## config.mk

```make
export PLATFORM = sky130hd
export DESIGN_NAME = cl_ocl_bar1_reg_arb_flat
export DESIGN_NICKNAME = d
export VERILOG_FILES = /design/src/rtl/cl_ocl_bar1_reg_arb_if.sv /design/src/rtl/cl_ocl_bar1_reg_arb.sv /design/src/flat_wrapper.sv
export SDC_FILE = /design/constraint.sdc
export NUM_CORES = 1
export LEC_CHECK = 0
export ABC_AREA = 0
export BUFFER_PORTS_ARGS = -buffer_cell sky130_fd_sc_hd__buf_4
export CORE_AREA = 2 2 162 164
export DETAILED_ROUTE_END_ITERATION = 12
export DIE_AREA = 0 0 164 166
export GPL_TIMING_DRIVEN = 0
export HOLD_SLACK_MARGIN = 0.03
export SETUP_SLACK_MARGIN = 0.3
export SYNTH_ARGS = -nofsm -noshare
export SYNTH_HDL_FRONTEND = slang
export SYNTH_SLANG_ARGS = --single-unit
```

## constraint.sdc

```tcl
create_clock -name clk_main_a0 -period 2.9 [get_ports clk_main_a0]
set_clock_uncertainty 0.15 [all_clocks]
set_input_delay 0.58 -clock clk_main_a0 [delete_from_list [all_inputs] [get_ports clk_main_a0]]
set_output_delay 0.58 -clock clk_main_a0 [all_outputs]
set_load 0.01 [all_outputs]
```

## src/rtl/cl_ocl_bar1_reg_arb_if.sv

```systemverilog
// Dual-port AXI-Lite slave bundle for the OCL (index 0) and BAR1 (index 1) host paths.
// Every per-port vector packs port 0 in the low slice and port 1 in the high slice.
//   master : host side (drives valid/addr/data and B/R ready)
//   slave  : arbiter side (drives AW/W/AR ready and the B/R responses)
interface cl_ocl_bar1_reg_arb_if #(
  parameter int unsigned ADDR_W = 32
) ();
  logic [1:0]          s_awvalid;
  logic [2*ADDR_W-1:0] s_awaddr;
  logic [1:0]          s_awready;
  logic [1:0]          s_wvalid;
  logic [63:0]         s_wdata;
  logic [7:0]          s_wstrb;
  logic [1:0]          s_wready;
  logic [1:0]          s_bvalid;
  logic [3:0]          s_bresp;
  logic [1:0]          s_bready;
  logic [1:0]          s_arvalid;
  logic [2*ADDR_W-1:0] s_araddr;
  logic [1:0]          s_arready;
  logic [1:0]          s_rvalid;
  logic [63:0]         s_rdata;
  logic [3:0]          s_rresp;
  logic [1:0]          s_rready;

  modport master (
    output s_awvalid, s_awaddr, s_wvalid, s_wdata, s_wstrb, s_bready,
    output s_arvalid, s_araddr, s_rready,
    input  s_awready, s_wready, s_bvalid, s_bresp, s_arready, s_rvalid, s_rdata, s_rresp
  );

  modport slave (
    input  s_awvalid, s_awaddr, s_wvalid, s_wdata, s_wstrb, s_bready,
    input  s_arvalid, s_araddr, s_rready,
    output s_awready, s_wready, s_bvalid, s_bresp, s_arready, s_rvalid, s_rdata, s_rresp
  );
endinterface

```

## src/rtl/cl_ocl_bar1_reg_arb.sv

```systemverilog
// Shares one CL register bus between the OCL (port 0) and BAR1 (port 1) AXI-Lite slave paths.
// Round-robin arbitration with a single transaction in flight; every access completes on
// the AXI side, either with the register file's ack or with a timeout error.
// Ports:
//   clk_main_a0, rst_main : clock, synchronous active-high reset
//   s                     : dual-port AXI-Lite slave bundle (see cl_ocl_bar1_reg_arb_if)
//   reg_req/reg_wr/reg_addr/reg_wdata/reg_wstrb : register bus request (addr/data held REQ..RESP)
//   reg_ack/reg_rdata     : register bus completion
//   busy, grant_id, tmo_cnt : status (not idle, current/last owner, saturating timeout count)
module cl_ocl_bar1_reg_arb #(
  parameter int unsigned ADDR_W      = 32,
  parameter int unsigned TIMEOUT_CYC = 256,
  parameter logic [31:0] ERR_RDATA   = 32'hDEAD_BEEF
) (
  input  logic                   clk_main_a0,
  input  logic                   rst_main,
  cl_ocl_bar1_reg_arb_if.slave   s,
  output logic                   reg_req,
  output logic                   reg_wr,
  output logic [ADDR_W-1:0]      reg_addr,
  output logic [31:0]            reg_wdata,
  output logic [3:0]             reg_wstrb,
  input  logic                   reg_ack,
  input  logic [31:0]            reg_rdata,
  output logic                   busy,
  output logic                   grant_id,
  output logic [15:0]            tmo_cnt
);

  localparam logic [2:0] StIdle   = 3'd0;
  localparam logic [2:0] StAccept = 3'd1;
  localparam logic [2:0] StReq    = 3'd2;
  localparam logic [2:0] StWait   = 3'd3;
  localparam logic [2:0] StResp   = 3'd4;

  localparam int unsigned TW = $clog2(TIMEOUT_CYC + 1);

  logic [2:0]        state_q, state_d;
  logic              gnt_q, gnt_d;
  // Port that wins a tie at the next grant; separate from gnt_q so that reset can leave
  // grant_id at 0 while still giving port 0 first priority.
  logic              prio_q, prio_d;
  logic              wr_q, wr_d;
  logic [ADDR_W-1:0] addr_q, addr_d;
  logic [31:0]       wdata_q, wdata_d;
  logic [3:0]        wstrb_q, wstrb_d;
  logic [1:0]        resp_q, resp_d;
  logic [31:0]       rdata_q, rdata_d;
  logic [TW-1:0]     tcnt_q, tcnt_d;
  logic [15:0]       tmo_q, tmo_d;

  logic [1:0] pend;
  logic       sel;
  logic       resp_taken;

  // A port needs both AW and W before its write counts as pending.
  assign pend = (s.s_awvalid & s.s_wvalid) | s.s_arvalid;
  assign sel  = pend[prio_q] ? prio_q : ~prio_q;

  assign resp_taken = wr_q ? s.s_bready[gnt_q] : s.s_rready[gnt_q];

  always_comb begin
    state_d = state_q;
    gnt_d   = gnt_q;
    prio_d  = prio_q;
    wr_d    = wr_q;
    addr_d  = addr_q;
    wdata_d = wdata_q;
    wstrb_d = wstrb_q;
    resp_d  = resp_q;
    rdata_d = rdata_q;
    tcnt_d  = tcnt_q;
    tmo_d   = tmo_q;
    unique case (state_q)
      StIdle: begin
        if (|pend) begin
          gnt_d   = sel;
          prio_d  = ~sel;
          wr_d    = s.s_awvalid[sel] & s.s_wvalid[sel];
          state_d = StAccept;
        end
      end
      StAccept: begin
        if (wr_q) begin
          addr_d  = gnt_q ? s.s_awaddr[2*ADDR_W-1:ADDR_W] : s.s_awaddr[ADDR_W-1:0];
          wdata_d = gnt_q ? s.s_wdata[63:32] : s.s_wdata[31:0];
          wstrb_d = gnt_q ? s.s_wstrb[7:4] : s.s_wstrb[3:0];
        end else begin
          addr_d  = gnt_q ? s.s_araddr[2*ADDR_W-1:ADDR_W] : s.s_araddr[ADDR_W-1:0];
        end
        state_d = StReq;
      end
      StReq: begin
        tcnt_d = '0;
        if (reg_ack) begin
          resp_d  = 2'b00;
          rdata_d = reg_rdata;
          state_d = StResp;
        end else begin
          state_d = StWait;
        end
      end
      StWait: begin
        if (reg_ack) begin
          resp_d  = 2'b00;
          rdata_d = reg_rdata;
          state_d = StResp;
        end else if (tcnt_q == TW'(TIMEOUT_CYC - 1)) begin
          // TIMEOUT_CYC-th WAIT cycle without an ack.
          resp_d  = 2'b10;
          rdata_d = ERR_RDATA;
          if (tmo_q != 16'hFFFF) tmo_d = tmo_q + 16'd1;
          state_d = StResp;
        end else begin
          tcnt_d = tcnt_q + 1'b1;
        end
      end
      StResp: begin
        if (resp_taken) state_d = StIdle;
      end
      default: state_d = StIdle;
    endcase
  end

  always_ff @(posedge clk_main_a0) begin
    if (rst_main) begin
      state_q <= StIdle;
      gnt_q   <= 1'b0;
      prio_q  <= 1'b0;
      wr_q    <= 1'b0;
      addr_q  <= '0;
      wdata_q <= '0;
      wstrb_q <= '0;
      resp_q  <= '0;
      rdata_q <= '0;
      tcnt_q  <= '0;
      tmo_q   <= '0;
    end else begin
      state_q <= state_d;
      gnt_q   <= gnt_d;
      prio_q  <= prio_d;
      wr_q    <= wr_d;
      addr_q  <= addr_d;
      wdata_q <= wdata_d;
      wstrb_q <= wstrb_d;
      resp_q  <= resp_d;
      rdata_q <= rdata_d;
      tcnt_q  <= tcnt_d;
      tmo_q   <= tmo_d;
    end
  end

  // AXI-side outputs decode straight from state; the non-granted port sees all zeros.
  always_comb begin
    s.s_awready = 2'b00;
    s.s_wready  = 2'b00;
    s.s_arready = 2'b00;
    s.s_bvalid  = 2'b00;
    s.s_rvalid  = 2'b00;
    s.s_bresp   = 4'h0;
    s.s_rresp   = 4'h0;
    s.s_rdata   = 64'h0;
    if (state_q == StAccept) begin
      if (wr_q) begin
        s.s_awready[gnt_q] = 1'b1;
        s.s_wready[gnt_q]  = 1'b1;
      end else begin
        s.s_arready[gnt_q] = 1'b1;
      end
    end
    if (state_q == StResp) begin
      if (wr_q) begin
        s.s_bvalid[gnt_q] = 1'b1;
        s.s_bresp         = gnt_q ? {resp_q, 2'b00} : {2'b00, resp_q};
      end else begin
        s.s_rvalid[gnt_q] = 1'b1;
        s.s_rresp         = gnt_q ? {resp_q, 2'b00} : {2'b00, resp_q};
        s.s_rdata         = gnt_q ? {rdata_q, 32'h0} : {32'h0, rdata_q};
      end
    end
  end

  assign reg_req   = (state_q == StReq);
  assign reg_wr    = wr_q;
  assign reg_addr  = addr_q;
  assign reg_wdata = wdata_q;
  assign reg_wstrb = wstrb_q;
  assign busy      = (state_q != StIdle);
  assign grant_id  = gnt_q;
  assign tmo_cnt   = tmo_q;

endmodule

```

## src/flat_wrapper.sv

```systemverilog
// flat-port wrapper written by rule: the top's interface ports become plain ports
module cl_ocl_bar1_reg_arb_flat 
#(
  parameter int unsigned ADDR_W      = 32,
  parameter int unsigned TIMEOUT_CYC = 256,
  parameter logic [31:0] ERR_RDATA   = 32'hDEAD_BEEF
)
  (clk_main_a0, rst_main, reg_req, reg_wr, reg_addr, reg_wdata, reg_wstrb, reg_ack, reg_rdata, busy, grant_id, tmo_cnt, s_s_awvalid, s_s_awaddr, s_s_wvalid, s_s_wdata, s_s_wstrb, s_s_bready, s_s_arvalid, s_s_araddr, s_s_rready, s_s_awready, s_s_wready, s_s_bvalid, s_s_bresp, s_s_arready, s_s_rvalid, s_s_rdata, s_s_rresp);
  cl_ocl_bar1_reg_arb_if #(.ADDR_W(ADDR_W)) s_i ();
  input  logic clk_main_a0;
  input  logic rst_main;
  output logic reg_req;
  output logic reg_wr;
  output logic [ADDR_W-1:0] reg_addr;
  output logic [31:0] reg_wdata;
  output logic [3:0] reg_wstrb;
  input  logic reg_ack;
  input  logic [31:0] reg_rdata;
  output logic busy;
  output logic grant_id;
  output logic [15:0] tmo_cnt;
  input wire logic [$bits(s_i.s_awvalid)-1:0] s_s_awvalid;
  input wire logic [$bits(s_i.s_awaddr)-1:0] s_s_awaddr;
  input wire logic [$bits(s_i.s_wvalid)-1:0] s_s_wvalid;
  input wire logic [$bits(s_i.s_wdata)-1:0] s_s_wdata;
  input wire logic [$bits(s_i.s_wstrb)-1:0] s_s_wstrb;
  input wire logic [$bits(s_i.s_bready)-1:0] s_s_bready;
  input wire logic [$bits(s_i.s_arvalid)-1:0] s_s_arvalid;
  input wire logic [$bits(s_i.s_araddr)-1:0] s_s_araddr;
  input wire logic [$bits(s_i.s_rready)-1:0] s_s_rready;
  output wire logic [$bits(s_i.s_awready)-1:0] s_s_awready;
  output wire logic [$bits(s_i.s_wready)-1:0] s_s_wready;
  output wire logic [$bits(s_i.s_bvalid)-1:0] s_s_bvalid;
  output wire logic [$bits(s_i.s_bresp)-1:0] s_s_bresp;
  output wire logic [$bits(s_i.s_arready)-1:0] s_s_arready;
  output wire logic [$bits(s_i.s_rvalid)-1:0] s_s_rvalid;
  output wire logic [$bits(s_i.s_rdata)-1:0] s_s_rdata;
  output wire logic [$bits(s_i.s_rresp)-1:0] s_s_rresp;
  assign s_i.s_awvalid = s_s_awvalid;
  assign s_i.s_awaddr = s_s_awaddr;
  assign s_i.s_wvalid = s_s_wvalid;
  assign s_i.s_wdata = s_s_wdata;
  assign s_i.s_wstrb = s_s_wstrb;
  assign s_i.s_bready = s_s_bready;
  assign s_i.s_arvalid = s_s_arvalid;
  assign s_i.s_araddr = s_s_araddr;
  assign s_i.s_rready = s_s_rready;
  assign s_s_awready = s_i.s_awready;
  assign s_s_wready = s_i.s_wready;
  assign s_s_bvalid = s_i.s_bvalid;
  assign s_s_bresp = s_i.s_bresp;
  assign s_s_arready = s_i.s_arready;
  assign s_s_rvalid = s_i.s_rvalid;
  assign s_s_rdata = s_i.s_rdata;
  assign s_s_rresp = s_i.s_rresp;
  cl_ocl_bar1_reg_arb #(.ADDR_W(ADDR_W), .TIMEOUT_CYC(TIMEOUT_CYC), .ERR_RDATA(ERR_RDATA)) u_core (.clk_main_a0(clk_main_a0), .rst_main(rst_main), .s(s_i), .reg_req(reg_req), .reg_wr(reg_wr), .reg_addr(reg_addr), .reg_wdata(reg_wdata), .reg_wstrb(reg_wstrb), .reg_ack(reg_ack), .reg_rdata(reg_rdata), .busy(busy), .grant_id(grant_id), .tmo_cnt(tmo_cnt));
endmodule
```

==> metrics.yaml, run 1 <==
synth_flop_cell: "dfxtp_1"
relSlewSlack: 0.4866
crit_path_end_kind: "output pin"
cts_root_buffer: "clkbuf_16"
drtAntennaViolNets: 0
num_io_pins: 415
dr_total_vias: 7276
maxSlewViolCount: 0
clockBufferDepth: 2
worstReg2RegStart: "u_core.tcnt_q[0]"
final_cell_mix: "buf_4 (417), dfxtp_1 (130), nand2_1 (84)"
avgSynthCellArea_sq_um: 9.338
grt_pass1_vias: 7073
p_leak_nw: 5.015
syn_inst: 727
gp_congestion: 0.8636
fin_hold_ws_ps: 257.6
worstHoldPathType: "primary input to flip-flop"
viasPerCell: 4.749
synthesis.area_sq_mm: 0.006789
core_sq_mm: 0.02562
drc: 0
dieWidth_um: 164
synthArstFlopShare: 0
rows: 59
crit_start: "u_core.state_q[0]"
status: "complete, no violations"
rsz0062_at_grt: "yes"
cts_tree: "yes"
grt_first_pass_wirelength_um: 40770
critPathLaunchType: "flip-flop"
required_ps: 2170
drive_above_1_share: 0.5121
hold_viol: 0
peakVddDrop_mv: 0.2698
drt_iter0_drc: 409
clk_latency_ps: 410
dieHeight_um: 166
fin_nets: 1433
finalCritPeriodShare: 0.8815
drtPass1Iterations: 4
tightest_slew_ps: 763.1
p_per_area_mw_per_mm2: 488.8
criticalPathCategory: "flip-flop to output pin"
ys_seq_elements: 132
numCtsBuffers: 17
worstReg2RegEnd: "u_core.tcnt_q[7]"
hpwl_um: 21730
io_buffers: 410
finalSetupTns_ps: 0
h-tree-depth: 4
synth-edff-count: 0
clkSinkCount: 132
grt_use_total: 0.1947
critPathCapture: "s_s_rdata[31]"
n_antenna_cell: 0
layout_min_cycle_time_ps: 2556
antenna_found_initial: 0
grt_overflow: 0
maxCapViolCount: 0
setup_viol_count_final: 0
ys_seq_area_frac: 0.3892
yosysWarningCount: 0
syn2layout_area_growth_pct: 70.90
synth_cell_types: 53
design.die.area_sq_mm: 0.02722
cp_max_fo: 5
rr_worst_depth: 10
final_common_cell: "buf_4"
rrSetupSlack_ps: 380
fmax_mhz: 391.2
cp.arrival_ps: 1830
initial_core_util: 0.2650
wire_per_inst_um: 18.05
path_clk_slew_ps: 60
grt_max_degree: 17
holdBufCountCts: 0
finalWirelength_um: 27650
state kept, by name (all words and copies together) (netlist names):
| signal | flops |
|---|---|
| u_core.grant_id | 1 |
| u_core.reg_wr | 1 |
| u_core.tmo_cnt | 16 |
| u_core.rdata_q | 32 |
| u_core.resp_q | 1 |
| u_core.state_q | 3 |
| u_core.prio_q | 1 |
| u_core.reg_wdata | 32 |
| u_core.reg_wstrb | 4 |
| u_core.reg_addr | 32 |
| u_core.tcnt_q | 9 |
cells by family (layout without fill, tap and decap cells):
group / Yosys count / after routing / share of synthesized area
compound gates: 145 / 145 / 0.1559
xor+xnor: 5 / 5 / 0.006450
fa+ha+maj: 3 / 3 / 0.005530
buf+inv: 74 / 541 / 0.05124
flops: 132 / 132 / 0.3892
mux: 77 / 77 / 0.1756
other cells: 1 / 4 / 0.0005524
simple gates: 290 / 290 / 0.2154
cells in the mapped netlist, types with 14 or more instances:
master	count	area, sq um
mux4_2	33	743.2
a21oi_1	50	250.2
dfxtp_1	132	2643
buf_2	14	70.07
mux2i_1	37	370.4
nor2_1	68	255.2
clkbuf_1	40	150.1
a211oi_1	36	270.3
nand2_1	85	319.1
o221a_2	24	270.3
and2_1	70	437.9
area by class of cell:
class	count	area (sq um)
Buffer	69	504.2
Clock buffer	17	425.4
Clock inverter	14	175.2
Fill cell	2480	14010
Inverter	5	22.52
Multi-Input combinational cell	524	3965
Sequential cell	132	2648
Tap cell	335	419.2
Timing Repair Buffer	436	3443
report_power, final:
part	switching, mW	internal [mW]
Clock	0.868	1.36
Sequential	0.0866	1.94
Combinational	0.652	0.761
Total	1.61	4.06
through the flow:
| step | instances | util | instance area (sq um) | setup WS (ps) | total power, mW |
|---|---|---|---|---|---|
| global placement | 1475 | 0.4020 | 10300 | -237.4 | 3.330 |
| CTS | 1520 | 0.4397 | 11260 | 266.0 | 5.713 |
| detailed placement | 1475 | 0.4020 | 10300 | -219.1 | 3.337 |
| global route | 1532 | 0.4529 | 11600 | 270.4 | 5.943 |
| floorplan | 730 | - | 6800 | 474.0 | 2.697 |
| finish | 1532 | 0.4529 | 11600 | 343.8 | 5.671 |
worst max-delay path: stages, from the launching register on:
cell       delay, ps
dfxtp_2          320
buf_6            120
nor2_4           150
nand2_4           90
nor3_4           180
buf_12           170
clkbuf_16        140
and2_4           140
buf_6             90
what timing repair did:
action | in CTS | in global routing
buffers inserted | 13 | 8
pin swaps | 5 | 8
hold endpoints to repair | 0 | 0
gates cloned | 1 | 4
setup endpoints to repair | 105 | 66
resized for setup | 71 | 65
metal layers:
layer / track usage / share of wire / up-vias / wire [um]
li1: - / - / 3535 / -
met1: 0.2435 / 0.41 / 3401 / 11390
met2: 0.3321 / 0.49 / 310 / 13650
met3: 0.05095 / 0.076 / 30 / 2109
met4: 0.04882 / 0.018 / 0 / 493
met5: 0 / 0 / - / 0
how the worst min path moves through the flow:
stage                            start            endpoint  slack, ps  depth (start not counted)
global placement    u_core.reg_addr[5]  u_core.reg_addr[5]        290                          2
global route              reg_rdata[8]   u_core.rdata_q[8]        250                          3
floorplan             u_core.resp_q[1]    u_core.resp_q[1]        300                          2
detailed placement  u_core.reg_addr[2]  u_core.reg_addr[2]        300                          2
finish                    reg_rdata[8]   u_core.rdata_q[8]        260                          3
CTS                       reg_rdata[8]   u_core.rdata_q[8]        240                          3
Power figures use the tool's default switching activity.
==> run 2, diff against run 1 <==
--- a/config.mk
+++ b/config.mk
@@ -7,11 +7,14 @@
 export LEC_CHECK = 0
 export ABC_AREA = 0
 export BUFFER_PORTS_ARGS = -buffer_cell sky130_fd_sc_hd__buf_4
-export CORE_AREA = 2 2 162 164
+export CELL_PAD_IN_SITES_DETAIL_PLACEMENT = 2
+export CELL_PAD_IN_SITES_GLOBAL_PLACEMENT = 2
+export CORE_MARGIN = 1.5
+export CORE_UTILIZATION = 24
 export DETAILED_ROUTE_END_ITERATION = 12
-export DIE_AREA = 0 0 164 166
 export GPL_TIMING_DRIVEN = 0
 export HOLD_SLACK_MARGIN = 0.03
+export PLACE_DENSITY_LB_ADDON = 0.1
 export SETUP_SLACK_MARGIN = 0.3
 export SYNTH_ARGS = -nofsm -noshare
 export SYNTH_HDL_FRONTEND = slang
==> metrics.yaml, run 2 (same netlist as run 1, synthesis figures left out) <==
status: "complete, no violations"
grt_first_pass_wirelength_um: 46980  # +15%
clockBufferDepth: 2  # unchanged
gp_congestion: 0.7537  # -13%
switching_power_mw: 1.675  # +4.2%
p_int_mw: 3.955  # -2.7%
cp.arrival_ps: 1860  # +30 ps
fmax_mhz: 385.8  # -1.4%
required_ps: 2170  # about the same
numCtsBuffers: 17  # unchanged
dp_cells: 1518  # +2.9%
p_per_area_mw_per_mm2: 485.4  # -0.69%
fin_area_sq_mm: 0.01160  # about the same
critPathBufInv: 4  # unchanged
io_buffers: 410  # unchanged
drtAntennaViolNets: 0  # unchanged
cp_slowest_cell: "dfxtp_2"
rsz0062_at_grt: "yes"
core_sq_mm: 0.02778  # +8.5%
path_cells: "buf_6, nor2_4, nand2_4, nor3_4, buf_6, buf_6, and2_1, buf_4"
peakVddDrop_mv: 0.3688  # +37%
drtPass1Iterations: 4  # unchanged
clkSinkCount: 132  # unchanged
h-tree-depth: 4  # unchanged
setup_viol_count_final: 0  # unchanged
crit_path_end_kind: "output pin"
finalCritPeriodShare: 0.8938  # +0.01237
design.die.area_sq_mm: 0.02931  # +7.6%
switching_share: 0.2975  # +0.01417
multi_input_area_sq_mm: 0.004000  # +0.88%
dpl-instance-area_sq_mm: 0.01035  # +0.52%
final-instance-count-excl-fill: 1573  # +2.7%
viasPerCell: 4.802  # +1.1%
finalWirelength_um: 32790  # +19%
grt_use_total: 0.2140  # +0.01929
relSlewSlack: 0.4713  # -0.01534
path_delay_family: "buffers and inverters"
criticalPathCategory: "flip-flop to output pin"
drt_iter0_drc: 231  # -44%
layout_min_cycle_time_ps: 2592  # +35.88 ps
fin_nets: 1430  # -0.21%
syn2layout_area_growth_pct: 70.83  # about the same
crit_top_cell: "buf_6"
pwr-share-comb: 0.252  # +0.003
tightest_slew_ps: 785.9  # +22.81 ps
final_common_cell: "buf_4"
dieWidth_um: 171.2  # +4.4%
holdBufCountCts: 0  # unchanged
grt_max_degree: 17  # unchanged
maxSlewViolCount: 0  # unchanged
cp_max_fo: 10  # +5
dieHeight_um: 171.2  # +3.1%
ff_latch_area_sq_mm: 0.002648  # unchanged
path_clk_slew_ps: 60  # about the same
hold_viol: 0  # unchanged
hpwl_um: 25660  # +18%
drive_above_1_share: 0.5172  # +0.005041
clockPowerShare: 0.389  # -0.004
maxCapViolCount: 0  # unchanged
fin_ws_ps: 307.9  # -35.88 ps
clk_latency_ps: 420  # about the same
slowest_delay_ps: 340  # +20 ps
initial_core_util: 0.2444  # -0.02066
grt_pass1_vias: 7868  # +11%
cts_root_buffer: "clkbuf_16"
grt_overflow: 0  # unchanged
antenna_found_initial: 0  # unchanged
wire_per_inst_um: 20.84  # +15%
rows: 61  # +3.4%
place_ws_ps: -120.7  # +98.41 ps
final_cell_mix: "buf_4 (413), dfxtp_1 (128), nand2_1 (84)"
p_leak_nw: 4.982  # -0.65%
drc: 0  # unchanged
worstHoldPathType: "primary input to flip-flop"
fillCellCount: 3139  # +27%
seq_power_share: 0.360  # +0.002
n_antenna_cell: 0  # unchanged
cts_tree: "yes"
num_io_pins: 415  # unchanged
critPathLaunchType: "flip-flop"
dr_total_vias: 7554  # +3.8%
[run 2: layout make-up]
class | count | share of cell area
Buffer | 69 | 0.04110
Sequential cell | 132 | 0.2283
Clock buffer | 18 | 0.03701
Multi-Input combinational cell | 524 | 0.3449
Tap cell | 378 | 0.04078
Clock inverter | 14 | 0.01327
Inverter | 5 | 0.001942
Timing Repair Buffer | 433 | 0.2927
[run 2: path summary, 6_finish.rpt]
kind	start	end	slack (ps)	depth (start not counted)
max	u_core.state_q[0]	s_s_rdata[13]	310	8
min	reg_rdata[29]	u_core.rdata_q[29]	250	3
max reg2reg	u_core.tcnt_q[0]	u_core.tcnt_q[7]	430	10
min reg2reg	u_core.reg_addr[5]	u_core.reg_addr[5]	310	2
[run 2: worst register-to-register path, stage by stage, from the launching register on]
cell     delay [ps]
dfxtp_2         340
ha_1            200
and2_1          180
nand2_1          90
nor2_2           40
ha_2            190
buf_6           150
o21ai_4         170
or3b_4          410
or3_1           330
a21oi_2         140
[run 2: power by group through the flow]
stage | sequential [mW] | clock (mW) | combinational, mW
6_report | 2.02 | 2.19 | 1.42
3_3_place_gp | 2.05 | 0 | 1.30
3_5_place_dp | 2.06 | 0 | 1.32
5_1_grt | 2.04 | 2.31 | 1.54
4_1_cts | 2.02 | 2.24 | 1.40
2_1_floorplan | 2.08 | 0 | 0.621
[run 2: stage by stage]
| stage | utilization | power, mW | hold WS [ps] | TNS [ps] |
|---|---|---|---|---|
| 6_report | 0.4174 | 5.630 | 251.6 | 0 |
| 4_1_cts | 0.4040 | 5.656 | 241.1 | 0 |
| 5_1_grt | 0.4174 | 5.891 | 246.7 | 0 |
| 2_1_floorplan | - | 2.697 | 303.7 | 0 |
| 3_5_place_dp | 0.3726 | 3.376 | 301.2 | -2080 |
| 3_3_place_gp | 0.3726 | 3.352 | 293.3 | -24.08 |
[run 2: layer usage]
| metal | wire length [um] | track usage | vias up |
|---|---|---|---|
| li1 | - | - | 3533 |
| met1 | 12780 | 0.2484 | 3751 |
| met2 | 17280 | 0.3807 | 246 |
| met3 | 2215 | 0.06305 | 24 |
| met4 | 509 | 0.05988 | 0 |
| met5 | 0 | 0 | - |
[run 2: what timing repair did]
item | in CTS | in global routing
resized for setup | 60 | 81
gates cloned | 1 | 3
setup endpoints to repair | 114 | 104
pin swaps | 5 | 2
setup buffers | 9 | 10
==> run 3, diff against run 2 <==
--- a/config.mk
+++ b/config.mk
@@ -14,7 +14,7 @@
 export DETAILED_ROUTE_END_ITERATION = 12
 export GPL_TIMING_DRIVEN = 0
 export HOLD_SLACK_MARGIN = 0.03
-export PLACE_DENSITY_LB_ADDON = 0.1
+export PLACE_DENSITY = 0.82
 export SETUP_SLACK_MARGIN = 0.3
 export SYNTH_ARGS = -nofsm -noshare
 export SYNTH_HDL_FRONTEND = slang
==> metrics.yaml, run 3 (same netlist as run 1, synthesis figures left out) <==
status: "complete, no violations"
p_total_mw: 5.681  # +0.91%
relSlewSlack: 0.4503  # -0.02099
grt_use_total: 0.2235  # +0.009478
maxSlewViolCount: 0  # unchanged
grt_max_degree: 17  # unchanged
peakVddDrop_mv: 0.3198  # -13%
drc: 0  # unchanged
pwr-share-comb: 0.257  # +0.005
maxCapViolCount: 0  # unchanged
worstReg2RegStart: "u_core.tcnt_q[0]"
finalWirelength_um: 34050  # +3.9%
cts_root_buffer: "clkbuf_16"
path_clk_slew_ps: 60  # about the same
setup_viol_count_final: 0  # unchanged
worstReg2RegEnd: "u_core.tcnt_q[7]"
io_buffers: 410  # unchanged
switching_share: 0.2967  # -0.0008434
numCtsBuffers: 17  # unchanged
p_int_mw: 3.996  # +1.0%
p_per_area_mw_per_mm2: 491.1  # +1.2%
cp.arrival_ps: 1870  # about the same
drt_iter0_drc: 240  # +3.9%
critPathLaunchType: "flip-flop"
grt_overflow: 0  # unchanged
hold_depth: 3  # unchanged
design.die.area_sq_mm: 0.02931  # unchanged
required_ps: 2170  # about the same
drtAntennaViolNets: 0  # unchanged
crit_path_end_kind: "output pin"
antenna_found_initial: 0  # unchanged
dr_total_vias: 7640  # +1.1%
final_common_cell: "buf_4"
tightest_slew_ps: 817.1  # +31.19 ps
initial_core_util: 0.2444  # unchanged
clkSinkCount: 132  # unchanged
fin_hold_ws_ps: 264.7  # +13.10 ps
critPathCapture: "s_s_rdata[44]"
rr_worst_depth: 10  # unchanged
rsz0062_at_grt: "yes"
dieWidth_um: 171.2  # unchanged
worstHoldPathType: "primary input to flip-flop"
hpwl_um: 26860  # +4.7%
grt_first_pass_wirelength_um: 49070  # +4.4%
layout_min_cycle_time_ps: 2596  # +3.934 ps
finalCoreUtilization: 0.4164  # -0.001036
n_antenna_cell: 0  # unchanged
clockBufferDepth: 2  # unchanged
p_leak_nw: 4.968  # -0.28%
cts_tree: "yes"
switching_power_mw: 1.685  # +0.62%
core_sq_mm: 0.02778  # unchanged
gp_congestion: 0.7993  # +6.1%
final_cell_mix: "buf_4 (426), dfxtp_1 (126), nand2_1 (84)"
num_io_pins: 415  # unchanged
seq_power_share: 0.358  # -0.002
syn2layout_area_growth_pct: 70.40
criticalPathCategory: "flip-flop to output pin"
cp_max_fo: 10  # unchanged
holdBufCountCts: 0  # unchanged
rows: 61  # unchanged
finalCritPeriodShare: 0.8952  # +0.001357
clk_latency_ps: 410  # about the same
grt_pass1_vias: 8282  # +5.3%
dieHeight_um: 171.2  # unchanged
fin_nets: 1432  # +0.14%
wire_per_inst_um: 21.62  # +3.7%
rrSetupSlack_ps: 410  # -20 ps
clockPowerShare: 0.385  # -0.004
h-tree-depth: 4  # unchanged
hold_viol: 0  # unchanged
drtPass1Iterations: 4  # unchanged
viasPerCell: 4.851  # +1.0%
drive_above_1_share: 0.5121  # -0.005041
fmax_mhz: 385.2  # -0.15%
crit_start: "u_core.state_q[0]"
[run 3: cell types whose count changed in the layout (fill, tap and decap cells not counted), moves of 3 or more]
cell	delta
clkbuf_8	+3
buf_6	-15
buf_4	+13
and2_4	-11
and2_1	+11
[run 3: area by class of cell]
type,count,area (sq um)
fillers,3132,16210
multi-input cells,524,3976
repair buffers,435,3343
flip-flops and latches,132,2653
plain buffers,69,511.7
well taps,378,473.0
clock buffers,18,439.2
clock inverters,14,150.1
inverters,5,22.52
[run 3: worst min path at each step]
stage	end	startpoint
after floorplan	u_core.resp_q[1]	u_core.resp_q[1]
after global placement	u_core.reg_addr[10]	u_core.reg_addr[10]
after detailed placement	u_core.reg_addr[4]	u_core.reg_addr[4]
after CTS	u_core.rdata_q[17]	reg_rdata[17]
after global routing	u_core.rdata_q[10]	reg_rdata[10]
final	u_core.rdata_q[24]	reg_rdata[24]
[run 3: per-stage QoR]
stage | cell area, sq um | instances | setup WS, ps | setup TNS (ps)
after global routing | 11570 | 1575 | 231.9 | 0
after floorplan | 6800 | 730 | 474.0 | 0
after CTS | 11360 | 1566 | 248.9 | 0
after global placement | 10350 | 1518 | -197.5 | -6397
after detailed placement | 10350 | 1518 | -266.3 | -12710
final | 11570 | 1575 | 304.0 | 0
[run 3: power by group through the flow]
| stage | clock network [mW] | logic [mW] | registers [mW] |
|---|---|---|---|
| final | 2.19 | 1.46 | 2.03 |
| after global routing | 2.32 | 1.57 | 2.05 |
| after CTS | 2.26 | 1.45 | 2.03 |
| after detailed placement | 0 | 1.33 | 2.07 |
| after global placement | 0 | 1.30 | 2.06 |
| after floorplan | 0 | 0.621 | 2.08 |
[run 3: timing repair]
action,4_1_cts,5_1_grt
cloned,2,2
setup endpoints to repair,122,111
pin swaps,6,5
endpoints found under the hold margin,0,0
setup buffers,14,7
gates resized for setup,77,49
[run 3: worst max-delay path, cell delays in order, from the launching register on]
cell,delay (ps)
dfxtp_2,330
buf_6,120
nor2_4,140
nand2_4,90
nor3_4,160
buf_12,170
clkbuf_16,150
and2_1,160
buf_4,130
[run 3: metal layers]
| layer | wire, um | GRT usage | up-vias |
|---|---|---|---|
| li1 | - | - | 3528 |
| met1 | 13210 | 0.2513 | 3777 |
| met2 | 17830 | 0.4118 | 298 |
| met3 | 2435 | 0.06121 | 37 |
| met4 | 578 | 0.06102 | 0 |
| met5 | 0 | 0 | - |
